===== config.mk =====
export PLATFORM = sky130hd
export DESIGN_NAME = alu_op_sequencer_flat
export DESIGN_NICKNAME = d
export VERILOG_FILES = /design/src/rtl/alu_op_sequencer_pkg.sv /design/src/rtl/alu_op_sequencer_if.sv /design/src/rtl/alu_op_sequencer_regfile.sv /design/src/rtl/alu_op_sequencer.sv /design/src/flat_wrapper.sv
export SDC_FILE = /design/constraint.sdc
export NUM_CORES = 1
export LEC_CHECK = 0
export ABC_AREA = 1
export CORE_UTILIZATION = 45
export DETAILED_ROUTE_END_ITERATION = 7
export MAX_ROUTING_LAYER = met4
export PLACE_DENSITY = 0.85
export REMOVE_ABC_BUFFERS = 1
export SLEW_MARGIN = 15
export SYNTH_ARGS = -nofsm -noshare
export SYNTH_HDL_FRONTEND = slang
export SYNTH_SLANG_ARGS = --single-unit

===== constraint.sdc =====
create_clock -name clk -period 1.2 [get_ports clk]
set_input_delay 0.12 -clock clk [delete_from_list [all_inputs] [get_ports clk]]
set_output_delay 0.12 -clock clk [all_outputs]
set_load 0.01 [all_outputs]

===== src/rtl/alu_op_sequencer_pkg.sv =====
// Shared definitions for the ALU operation sequencer: opcodes, idle select, FSM states, decode helpers.
// Optional build macro MUL_HI_WB_EN is consumed by alu_op_sequencer.sv.
`timescale 1ns/1ps
package alu_op_sequencer_pkg;

    localparam int DATA_W = 4;
    localparam int OP_W   = 4;

    localparam logic [OP_W-1:0] OP_ADD  = 4'b0001;
    localparam logic [OP_W-1:0] OP_SUB  = 4'b0011;
    localparam logic [OP_W-1:0] OP_MUL  = 4'b0111;
    localparam logic [OP_W-1:0] OP_NAND = 4'b1000;
    localparam logic [OP_W-1:0] OP_NOR  = 4'b1001;
    localparam logic [OP_W-1:0] OP_XOR  = 4'b1011;
    localparam logic [OP_W-1:0] OP_NOP0 = 4'b1100;
    localparam logic [OP_W-1:0] OP_NOP1 = 4'b1110;
    localparam logic [OP_W-1:0] OP_NOP2 = 4'b1111;

    // The ALU treats this code as a no-op, so it is parked here whenever nothing executes.
    localparam logic [OP_W-1:0] SEL_IDLE = 4'b1111;

    typedef enum logic [1:0] {
        ST_IDLE = 2'd0,
        ST_EXEC = 2'd1,
        ST_WBHI = 2'd2
    } state_e;

    function automatic logic is_nop(input logic [OP_W-1:0] op);
        logic res;
        case (op)
            OP_NOP0, OP_NOP1, OP_NOP2: res = 1'b1;
            default:                   res = 1'b0;
        endcase
        return res;
    endfunction

    function automatic logic is_legal(input logic [OP_W-1:0] op);
        logic res;
        case (op)
            OP_ADD, OP_SUB, OP_MUL, OP_NAND, OP_NOR, OP_XOR: res = 1'b1;
            OP_NOP0, OP_NOP1, OP_NOP2:                       res = 1'b1;
            default:                                         res = 1'b0;
        endcase
        return res;
    endfunction

endpackage


===== src/rtl/alu_op_sequencer_if.sv =====
// Instruction handshake bundle between an instruction source (master) and the sequencer (slave).
`timescale 1ns/1ps
interface alu_op_sequencer_if
    import alu_op_sequencer_pkg::*;
#(
    parameter int RW = 2
);
    logic            instr_valid;
    logic            instr_ready;
    logic [OP_W-1:0] instr_op;
    logic [RW-1:0]   instr_rd;
    logic [RW-1:0]   instr_rs1;
    logic [RW-1:0]   instr_rs2;

    modport master (
        output instr_valid, instr_op, instr_rd, instr_rs1, instr_rs2,
        input  instr_ready
    );

    modport slave (
        input  instr_valid, instr_op, instr_rd, instr_rs1, instr_rs2,
        output instr_ready
    );
endinterface


===== src/rtl/alu_op_sequencer_regfile.sv =====
// Register file: NREG x DW bits, one synchronous write port, three asynchronous read ports.
`timescale 1ns/1ps
module alu_op_sequencer_regfile
    import alu_op_sequencer_pkg::*;
#(
    parameter int NREG = 4,
    parameter int DW   = DATA_W,
    localparam int RW  = $clog2(NREG)
)(
    input  logic          clk,
    input  logic          rst,
    input  logic          we_i,
    input  logic [RW-1:0] wa_i,
    input  logic [DW-1:0] wd_i,
    input  logic [RW-1:0] ra1_i,
    output logic [DW-1:0] rd1_o,
    input  logic [RW-1:0] ra2_i,
    output logic [DW-1:0] rd2_o,
    input  logic [RW-1:0] ra3_i,
    output logic [DW-1:0] rd3_o
);

    logic [DW-1:0] mem_q [NREG];

    // Storage with asynchronous clear and a single write port.
    always_ff @(posedge clk or posedge rst) begin
        if (rst) begin
            for (int i = 0; i < NREG; i++) begin
                mem_q[i] <= {DW{1'b0}};
            end
        end else if (we_i) begin
            mem_q[wa_i] <= wd_i;
        end
    end

    assign rd1_o = mem_q[ra1_i];
    assign rd2_o = mem_q[ra2_i];
    assign rd3_o = mem_q[ra3_i];

endmodule


===== src/rtl/alu_op_sequencer.sv =====
// Control side of the 4-bit ALU: accepts instructions, drives A/B/Sel, writes back F3 (and F4 for MUL).
// Build macro MUL_HI_WB_EN: MUL additionally writes its high nibble to reg[(rd+1) mod NREG].
`timescale 1ns/1ps
module alu_op_sequencer
    import alu_op_sequencer_pkg::*;
#(
    parameter int NREG = 4,
    parameter int DW   = DATA_W,
    localparam int RW  = $clog2(NREG)
)(
    input  logic              clk,
    input  logic              rst,
    alu_op_sequencer_if.slave instr_if,
    output logic [DW-1:0]     alu_a_o,
    output logic [DW-1:0]     alu_b_o,
    output logic [OP_W-1:0]   alu_sel_o,
    input  logic [DW-1:0]     alu_f3_i,
    input  logic [DW-1:0]     alu_f4_i,
    input  logic              alu_c_i,
    input  logic              alu_v_i,
    output logic              flag_c_o,
    output logic              flag_v_o,
    output logic              flag_z_o,
    output logic              done_o,
    output logic              illegal_o,
    input  logic [RW-1:0]     dbg_addr_i,
    output logic [DW-1:0]     dbg_data_o
);

    state_e          state_q, state_d;
    logic [RW-1:0]   rd_q, rd_d;
    logic [DW-1:0]   alu_a_q, alu_a_d;
    logic [DW-1:0]   alu_b_q, alu_b_d;
    logic [OP_W-1:0] alu_sel_q, alu_sel_d;
    logic            flag_c_q, flag_c_d;
    logic            flag_v_q, flag_v_d;
    logic            flag_z_q, flag_z_d;
    logic            done_q, done_d;
    logic            illegal_q, illegal_d;
`ifdef MUL_HI_WB_EN
    logic [DW-1:0]   hi_q, hi_d;
`endif

    logic            we_s;
    logic [RW-1:0]   wa_s;
    logic [DW-1:0]   wd_s;
    logic [DW-1:0]   rs1_data_s;
    logic [DW-1:0]   rs2_data_s;

    alu_op_sequencer_regfile #(
        .NREG (NREG),
        .DW   (DW)
    ) u_regfile (
        .clk   (clk),
        .rst   (rst),
        .we_i  (we_s),
        .wa_i  (wa_s),
        .wd_i  (wd_s),
        .ra1_i (instr_if.instr_rs1),
        .rd1_o (rs1_data_s),
        .ra2_i (instr_if.instr_rs2),
        .rd2_o (rs2_data_s),
        .ra3_i (dbg_addr_i),
        .rd3_o (dbg_data_o)
    );

    assign instr_if.instr_ready = (state_q == ST_IDLE);

    // Next-state, operand latching, writeback and pulse generation.
    always_comb begin
        state_d   = state_q;
        rd_d      = rd_q;
        alu_a_d   = alu_a_q;
        alu_b_d   = alu_b_q;
        alu_sel_d = alu_sel_q;
        flag_c_d  = flag_c_q;
        flag_v_d  = flag_v_q;
        flag_z_d  = flag_z_q;
        done_d    = 1'b0;
        illegal_d = 1'b0;
        we_s      = 1'b0;
        wa_s      = rd_q;
        wd_s      = alu_f3_i;
`ifdef MUL_HI_WB_EN
        hi_d      = hi_q;
`endif
        case (state_q)
            ST_IDLE: begin
                if (instr_if.instr_valid) begin
                    // Operands are captured here so a later write to rd cannot disturb them.
                    if (is_legal(instr_if.instr_op)) begin
                        state_d   = ST_EXEC;
                        rd_d      = instr_if.instr_rd;
                        alu_a_d   = rs1_data_s;
                        alu_b_d   = rs2_data_s;
                        alu_sel_d = instr_if.instr_op;
                    end else begin
                        illegal_d = 1'b1;
                    end
                end else begin
                    state_d = ST_IDLE;
                end
            end
            ST_EXEC: begin
                alu_a_d   = {DW{1'b0}};
                alu_b_d   = {DW{1'b0}};
                alu_sel_d = SEL_IDLE;
                if (!is_nop(alu_sel_q)) begin
                    we_s     = 1'b1;
                    flag_c_d = alu_c_i;
                    flag_v_d = alu_v_i;
                    if (alu_sel_q == OP_MUL) begin
                        flag_z_d = ({alu_f4_i, alu_f3_i} == {(2*DW){1'b0}});
                    end else begin
                        flag_z_d = (alu_f3_i == {DW{1'b0}});
                    end
                end else begin
                    we_s = 1'b0;
                end
`ifdef MUL_HI_WB_EN
                if (alu_sel_q == OP_MUL) begin
                    state_d = ST_WBHI;
                    hi_d    = alu_f4_i;
                end else begin
                    state_d = ST_IDLE;
                    done_d  = 1'b1;
                end
`else
                state_d = ST_IDLE;
                done_d  = 1'b1;
`endif
            end
`ifdef MUL_HI_WB_EN
            ST_WBHI: begin
                we_s    = 1'b1;
                wa_s    = rd_q + RW'(1);
                wd_s    = hi_q;
                state_d = ST_IDLE;
                done_d  = 1'b1;
            end
`endif
            default: begin
                state_d   = ST_IDLE;
                alu_a_d   = {DW{1'b0}};
                alu_b_d   = {DW{1'b0}};
                alu_sel_d = SEL_IDLE;
            end
        endcase
    end

    // State and output registers; reset aborts any instruction in flight.
    always_ff @(posedge clk or posedge rst) begin
        if (rst) begin
            state_q   <= ST_IDLE;
            rd_q      <= {RW{1'b0}};
            alu_a_q   <= {DW{1'b0}};
            alu_b_q   <= {DW{1'b0}};
            alu_sel_q <= SEL_IDLE;
            flag_c_q  <= 1'b0;
            flag_v_q  <= 1'b0;
            flag_z_q  <= 1'b0;
            done_q    <= 1'b0;
            illegal_q <= 1'b0;
`ifdef MUL_HI_WB_EN
            hi_q      <= {DW{1'b0}};
`endif
        end else begin
            state_q   <= state_d;
            rd_q      <= rd_d;
            alu_a_q   <= alu_a_d;
            alu_b_q   <= alu_b_d;
            alu_sel_q <= alu_sel_d;
            flag_c_q  <= flag_c_d;
            flag_v_q  <= flag_v_d;
            flag_z_q  <= flag_z_d;
            done_q    <= done_d;
            illegal_q <= illegal_d;
`ifdef MUL_HI_WB_EN
            hi_q      <= hi_d;
`endif
        end
    end

    assign alu_a_o   = alu_a_q;
    assign alu_b_o   = alu_b_q;
    assign alu_sel_o = alu_sel_q;
    assign flag_c_o  = flag_c_q;
    assign flag_v_o  = flag_v_q;
    assign flag_z_o  = flag_z_q;
    assign done_o    = done_q;
    assign illegal_o = illegal_q;

endmodule


===== src/flat_wrapper.sv =====
// flat-port wrapper written by rule: the top's interface ports become plain ports
module alu_op_sequencer_flat import alu_op_sequencer_pkg::*;
#(
    parameter int NREG = 4,
    parameter int DW   = DATA_W,
    localparam int RW  = $clog2(NREG)
)
  (clk, rst, alu_a_o, alu_b_o, alu_sel_o, alu_f3_i, alu_f4_i, alu_c_i, alu_v_i, flag_c_o, flag_v_o, flag_z_o, done_o, illegal_o, dbg_addr_i, dbg_data_o, instr_if_instr_valid, instr_if_instr_op, instr_if_instr_rd, instr_if_instr_rs1, instr_if_instr_rs2, instr_if_instr_ready);
  alu_op_sequencer_if #(.RW((2))) instr_if_i ();
  input  logic clk;
  input  logic rst;
  output logic [DW-1:0] alu_a_o;
  output logic [DW-1:0] alu_b_o;
  output logic [OP_W-1:0] alu_sel_o;
  input  logic [DW-1:0] alu_f3_i;
  input  logic [DW-1:0] alu_f4_i;
  input  logic alu_c_i;
  input  logic alu_v_i;
  output logic flag_c_o;
  output logic flag_v_o;
  output logic flag_z_o;
  output logic done_o;
  output logic illegal_o;
  input  logic [RW-1:0] dbg_addr_i;
  output logic [DW-1:0] dbg_data_o;
  input wire logic [$bits(instr_if_i.instr_valid)-1:0] instr_if_instr_valid;
  input wire logic [$bits(instr_if_i.instr_op)-1:0] instr_if_instr_op;
  input wire logic [$bits(instr_if_i.instr_rd)-1:0] instr_if_instr_rd;
  input wire logic [$bits(instr_if_i.instr_rs1)-1:0] instr_if_instr_rs1;
  input wire logic [$bits(instr_if_i.instr_rs2)-1:0] instr_if_instr_rs2;
  output wire logic [$bits(instr_if_i.instr_ready)-1:0] instr_if_instr_ready;
  assign instr_if_i.instr_valid = instr_if_instr_valid;
  assign instr_if_i.instr_op = instr_if_instr_op;
  assign instr_if_i.instr_rd = instr_if_instr_rd;
  assign instr_if_i.instr_rs1 = instr_if_instr_rs1;
  assign instr_if_i.instr_rs2 = instr_if_instr_rs2;
  assign instr_if_instr_ready = instr_if_i.instr_ready;
  alu_op_sequencer #(.NREG(NREG), .DW(DW)) u_core (.clk(clk), .rst(rst), .instr_if(instr_if_i), .alu_a_o(alu_a_o), .alu_b_o(alu_b_o), .alu_sel_o(alu_sel_o), .alu_f3_i(alu_f3_i), .alu_f4_i(alu_f4_i), .alu_c_i(alu_c_i), .alu_v_i(alu_v_i), .flag_c_o(flag_c_o), .flag_v_o(flag_v_o), .flag_z_o(flag_z_o), .done_o(done_o), .illegal_o(illegal_o), .dbg_addr_i(dbg_addr_i), .dbg_data_o(dbg_data_o));
endmodule

==> impl_metrics.tcl, run 1 <==
set metrics [dict create \
    outcome "finished with violations" \
    violations "setup timing" \
    startpoint "u_core.alu_sel_o[3]" \
    kind_of_cell_adding_the_most_delay_to_the_critical_path "flip-flops" \
    clock-skew-final_ps 6.65 \
    final_common_cell "sky130_fd_sc_hd__nand2_1" \
    number_of_i_o_port_buffers 46 \
    finalHoldViolCount 0 \
    floorplan.rows 23 \
    postSynthAreaPerCell_um2 6.87 \
    grtUsageTotal_pct 32.0 \
    p_switching_mw 2.28 \
    max-slew-margin-rel_pct 73.6 \
    synthToLayoutAreaGrowth_pct 61.8 \
    worstPathArrival_ps 1490 \
    peakVddDrop_mv 1.01 \
    fillers 256 \
    pre_cts_slack_ps -517 \
    synthesis.area_mm2 0.00199 \
    die_h_um 68.6 \
    cp_num_cells 7 \
    timing.reg2reg.setup_slack_ps -120 \
    crit-reg2reg-capture "u_core.u_regfile.mem_q[7]" \
    fmax_mhz 756 \
    dr.first_iter.drc_count 293 \
    routed_wirelength_um 6950 \
    routability_congestion 0.906 \
    cp-end-kind "register" \
    cp-endpoint "u_core.u_regfile.mem_q[7]" \
    power_frac_clock_pct 15.7 \
    synth_largest_area_cell "sky130_fd_sc_hd__dfrtp_1" \
    worstPathMaxFanout 7 \
    ff2ff_path_depth 7 \
    grt_max_degree 22 \
    dieArea_mm2 0.00470 \
    p_per_area_mw_per_mm2 1780 \
    worst_max_slew_pin_slew_ps 394 \
    grt_pass1_wl_um 10600 \
    clk_pin_slew_worst_paths_ps 80 \
    sequential_to_total_area_share_from_yosys_stat_pct 45.4 \
    diodes 0 \
    min_period_over_period_pct 110 \
    dp_hpwl_um 4130 \
    syn-instance-count 290 \
    power_switching_share_pct 39.7 \
    drt-vias-per-instance 5.38 \
    routed-via-count 2407 \
    setup_viol_count_final 23 \
    worstPathRequired_ps 1370 \
    synth_area_leaders "sky130_fd_sc_hd__dfrtp_1 (40%), sky130_fd_sc_hd__nand2_1 (25%), sky130_fd_sc_hd__nand3_1 (11%), sky130_fd_sc_hd__inv_1 (6.6%), sky130_fd_sc_hd__dfstp_2 (5.3%)" \
    cts-hold-fix-buffers 0 \
    criticalPathCategory "register to register" \
    clock_tree.buffer_depth 2 \
    synthDistinctLibCells 17 \
    synth-warning-count 0 \
    grt.overflow.total 0 \
    post_route_minimum_period_ps 1320 \
    layoutNonFillerInstCount 447 \
    detail_route.drc_violations 0 \
    final_cell_mix "sky130_fd_sc_hd__nand2_1 (112), sky130_fd_sc_hd__buf_4 (50), sky130_fd_sc_hd__dfrtp_1 (32)" \
    p_int_mw 3.46 \
    hold_class "input pin to asynchronous set/reset pin" \
    max-cap-violations 0 \
    worst_skew_pair.late_latency_ps 290 \
    tritoncts_num_sinks 36 \
    io_pins 47 \
    unrepaired_setup_endpoints_after_global_routing "true" \
    pins_over_their_slew_limit 0 \
    cpMaxStageDelayCell "sky130_fd_sc_hd__dfstp_2" \
    die_width_um 68.6 \
    crit-reg2reg-launch "u_core.alu_sel_o[3]" \
    power_leakage_nw 1.77 \
    crit_path_cell_trace "nand2_2 > inv_2 > a21oi_4 > buf_12 > buf_6 > nand3_2 > nand2_1" \
    cts-htree-levels 2 \
    netlist.area_leader.share_pct 40.2 \
    cts_root_buffer "sky130_fd_sc_hd__clkbuf_8" \
    numCtsBuffers 5 \
    critical_path.max_stage_delay_ps 570 \
    start_kind "register" \
    route.antenna.remaining_nets 0 \
    initial_cell_density_of_the_core_pct 48.4 \
    power.share.combinational_pct 50.0 \
    critical_path.n_buffers_inverters 3 \
    pwr-share-seq_pct 34.3 \
    number_of_placed_instances_with_taps_included 427 \
    vias_in_the_first_global_route 2338 \
    core_area_mm2 0.00412 \
    finalWorstSetupSlack_ps -122 \
    wl_per_instance_um 15.5 \
    design.final.nets 421 \
    antenna_found_initial 0 \
    ys_seq_elements 36 \
    drt_pre_antenna_iters 8 \
    tritoncts "done" \
    post_route_cells_drive_above_1_share_pct 36.0 \
]
==> how the worst min path moves through the flow <==
stage	start	to	slack [ps]	cells after the start
final	rst	u_core.flag_z_o	50	2
after global routing	rst	u_core.flag_z_o	70	2
after CTS	rst	u_core.flag_v_o	60	2
after detailed placement	rst	u_core.flag_z_o	370	2
after global placement	rst	u_core.flag_z_o	370	2
after floorplan	instr_if_instr_rd[0]	u_core.rd_q[0]	230	2
==> synthesized netlist by cell type, drive strengths merged <==
cell type and number:
a21oi 13, buf 6, dfrtp 32, dfstp 4, inv 37, nand2 136, nand3 46, nor2 9
nor3 2, o21ai 4, or2 1
==> per-layer routing <==
metal	track usage, %	routed length (um)	share of wire [%]
met3	5.43	418	6.0
met2	54.0	3440	50
met4	14.1	251	3.6
met5	-	0	0
met1	37.3	2830	41
==> cell type report <==
type / count / area [um2] / share of cell area [%]
Clock inverter: 2 / 10.0 / 0.310
Timing Repair Buffer: 105 / 915 / 28.4
Sequential cell: 36 / 906 / 28.1
Multi-Input combinational cell: 211 / 1110 / 34.4
Inverter: 37 / 141 / 4.38
Tap cell: 50 / 62.6 / 1.94
Clock buffer: 6 / 82.6 / 2.56
==> state kept, by name (all words and copies together) (netlist names) <==
signal and flops:
u_core.flag_c_o 1, u_core.alu_sel_o 4, u_core.alu_a_o 4, u_core.rd_q 2
u_core.flag_v_o 1, u_core.done_o 1, u_core.illegal_o 1, u_core.alu_b_o 4
u_core.flag_z_o 1, u_core.state_q 1, u_core.u_regfile.mem_q 16
==> cell families (layout without fill, tap and decap cells) <==
logic type             count (synthesis)  count (layout)  synth area share [%]
buffers and inverters                 43             150                  9.42
flip-flops                            36              36                  45.4
AND/OR/NAND/NOR                      194             194                  40.3
AO/OA/AOI/OAI                         17              17                  4.83
==> power by group through the flow <==
| stage | Clock (mW) | Combinational, mW | Sequential [mW] |
|---|---|---|---|
| finish | 0.903 | 2.87 | 1.97 |
| global route | 0.956 | 3.09 | 1.99 |
| CTS | 0.900 | 2.57 | 1.92 |
| detailed placement | 0 | 2.31 | 1.93 |
| global placement | 0 | 2.24 | 1.91 |
| floorplan | 0 | 0.950 | 1.95 |
==> through the flow <==
| step | setup TNS (ps) | cell area [um2] | power, mW | util, % | hold slack [ps] |
|---|---|---|---|---|---|
| after floorplan | -4380 | 1940 | 2.90 | - | 230 |
| after global placement | -4890 | 2850 | 4.16 | 69.1 | 365 |
| after CTS | -1290 | 3170 | 5.39 | 77.1 | 63.2 |
| after detailed placement | -6870 | 2850 | 4.24 | 69.1 | 369 |
| final | -2250 | 3230 | 5.74 | 78.4 | 54.5 |
| after global routing | -3510 | 3230 | 6.04 | 78.4 | 73.8 |
==> what timing repair did <==
action,CTS,global route
gates resized for setup,103,23
setup endpoints to repair,41,31
pin swaps,24,6
buffers inserted,11,3
gates cloned,0,0
(Power assumes the default switching activity.)
==> run 2, diff against run 1 <==
Settings changed: CORE_MARGIN from default to 8, CTS_CLUSTER_DIAMETER from default to 200, MAX_ROUTING_LAYER met4 to default.
==> run 2 against run 1 <==
Effect of this change:
- the run still ends with setup timing left
- critical path depth decreased by 1
- core utilization shrank 1.7 points
- routed wire length up 15%
- via count up 5.6%
- sequential cell count did not move
- first-iteration DRC count decreased by 12%
- die area up 45%
- clock power grew 23%
- critical endpoint unchanged
- final cell count up 1.6%
- sequential power about the same
- non-clock buffer count grew 2
- sequential share of layout area is 0.76 points lower
==> impl_metrics.tcl, run 2 (synthesis gave the netlist of run 1 again) <==
set metrics [dict create \
    route.antenna.remaining_nets 0 \
    finalWorstSetupSlack_ps -167 \
    clock-skew-final_ps 7.41 \
    floorplan.rows 24 \
    routed_wirelength_um 7970 \
    start_kind "register" \
    pwr-share-seq_pct 32.0 \
    setup-tns-final_ps -2960 \
    tritoncts_num_sinks 36 \
    power_switching_share_pct 39.8 \
    timing.hold.ws_ps 155 \
    power_frac_clock_pct 18.0 \
    worst_skew_pair.late_latency_ps 300 \
    p_switching_mw 2.44 \
    numCtsBuffers 5 \
    dp_hpwl_um 4270 \
    grt_max_degree 37 \
    detail_route.drc_violations 0 \
    dieArea_mm2 0.00681 \
    final_common_cell "sky130_fd_sc_hd__nand2_1" \
    power_leakage_nw 1.81 \
    worstPathRequired_ps 1430 \
    synthToLayoutAreaGrowth_pct 66.4 \
    drt_pre_antenna_iters 5 \
    diodes 0 \
    routability_congestion 0.849 \
    p_per_area_mw_per_mm2 1850 \
    p_int_mw 3.69 \
    max-slew-margin-rel_pct 76.9 \
    final_cell_mix "sky130_fd_sc_hd__nand2_1 (112), sky130_fd_sc_hd__buf_4 (48), sky130_fd_sc_hd__nand3_1 (33)" \
    fmax_mhz 732 \
    die_width_um 82.6 \
    criticalPathCategory "register to register" \
    core_area_mm2 0.00432 \
    placedInstanceArea_mm2 0.00281 \
    violations "setup timing" \
    clk_pin_slew_worst_paths_ps 80 \
    drt-vias-per-instance 5.60 \
    hold_class "input pin to asynchronous set/reset pin" \
    routed-via-count 2541 \
    post_route_cells_drive_above_1_share_pct 35.1 \
    initial_cell_density_of_the_core_pct 46.1 \
    regMostFlops "u_core.u_regfile.mem_q" \
    setup_viol_count_final 25 \
    io_pins 47 \
    design.final.nets 426 \
    worstPathArrival_ps 1600 \
    cp-end-kind "register" \
    power.share.combinational_pct 50.0 \
    vias_in_the_first_global_route 2359 \
    largest_register_ffs 16 \
    min_period_over_period_pct 114 \
    outcome "finished with violations" \
    die_h_um 82.6 \
    dr.first_iter.drc_count 259 \
    pins_over_their_slew_limit 0 \
    grt_pass1_wl_um 10900 \
    cts_root_buffer "sky130_fd_sc_hd__clkbuf_8" \
    cts-htree-levels 2 \
    clock_tree.buffer_depth 2 \
    antenna_found_initial 0 \
    unrepaired_setup_endpoints_after_global_routing "true" \
    final_design_area_no_fill_mm2 0.00332 \
    peakVddDrop_mv 1.04 \
    wl_per_instance_um 17.5 \
    post_route_minimum_period_ps 1370 \
    worstPathMaxFanout 6 \
    grt.overflow.total 0 \
    tritoncts "done" \
    grtUsageTotal_pct 20.9 \
    max-cap-violations 0 \
    number_of_i_o_port_buffers 46 \
    worst_max_slew_pin_slew_ps 347 \
    finalHoldViolCount 0 \
]
run 2: changes by cell type in the layout (fill, tap and decap cells not counted), sizes merged:
cell      before  now
a21oi         13   14
clkinvlp       0    1
bufinv         0    1
nand2        136  137
clkinv         2    1
buf           68   70
run 2: path summary, 6_finish.rpt:
check | start | end | slack (ps) | cells past startpoint
worst max-delay path | u_core.alu_sel_o[0] | u_core.u_regfile.mem_q[7] | -170 | 6
worst min-delay path | rst | u_core.alu_a_o[2] | 160 | 3
worst max register to register | u_core.alu_sel_o[0] | u_core.u_regfile.mem_q[7] | -170 | 6
worst min register to register | u_core.alu_b_o[2] | u_core.alu_b_o[2] | 470 | 2
max in group asynchronous | rst | u_core.alu_sel_o[3] | 790 | 3
min in group clk | alu_v_i | u_core.flag_v_o | 350 | 3
run 2: worst max-delay path, stage by stage, from the launching register on:
cell and delay (ps):
sky130_fd_sc_hd__dfstp_2 560, sky130_fd_sc_hd__nand2_4 70, sky130_fd_sc_hd__a21oi_4 180, sky130_fd_sc_hd__buf_12 160, sky130_fd_sc_hd__buf_8 140, sky130_fd_sc_hd__nand3_1 70, sky130_fd_sc_hd__nand2_1 100
run 2: repair_timing:
| item | CTS | global route |
|---|---|---|
| hold buffers | 0 | 0 |
| setup buffers | 11 | 10 |
| gates resized for setup | 78 | 49 |
| cloned | 2 | 1 |
| setup endpoints to repair | 41 | 38 |
| pin swaps | 12 | 30 |
| endpoints found under the hold margin | 0 | 0 |
run 2: layer usage:
layer | vias up | wire [um] | GRT usage (%)
met5 | - | 0 | 0
met4 | 0 | 418 | 12.6
met3 | 46 | 740 | 7.36
met2 | 178 | 3910 | 34.1
met1 | 1189 | 2900 | 22.9
li1 | 1128 | - | -
run 2: final cells by class:
| class | instances | area (um2) |
|---|---|---|
| multi-input combinational | 213 | 1120 |
| fill | 274 | 1010 |
| timing repair buffer | 107 | 962 |
| sequential | 36 | 906 |
| inverter | 37 | 144 |
| clock buffer | 6 | 72.6 |
| tap | 52 | 65.1 |
| clock inverter | 2 | 35.0 |
| timing repair inverter | 1 | 7.51 |
run 2: power groups by stage:
stage	clock network, mW	logic [mW]	registers [mW]
final	1.11	3.06	1.96
after global routing	1.15	3.30	1.98
after CTS	1.09	2.49	1.91
after detailed placement	0	2.31	1.92
after global placement	0	2.23	1.91
after floorplan	0	0.950	1.95
run 2: metrics by stage:
step	util, %	worst slack, ps	power, mW	cells
floorplan	-	-249	2.90	284
finish	76.7	-167	6.13	454
detailed placement	65.0	-595	4.23	424
global route	76.7	-244	6.43	454
global placement	65.0	-530	4.15	424
CTS	70.3	-111	5.49	445
==> run 3, diff against run 2 <==
Settings changed: HOLD_SLACK_MARGIN from default to 0.12.
==> results of run 3 <==
The final DEF is identical to that of run 2; final timing and power are the same.
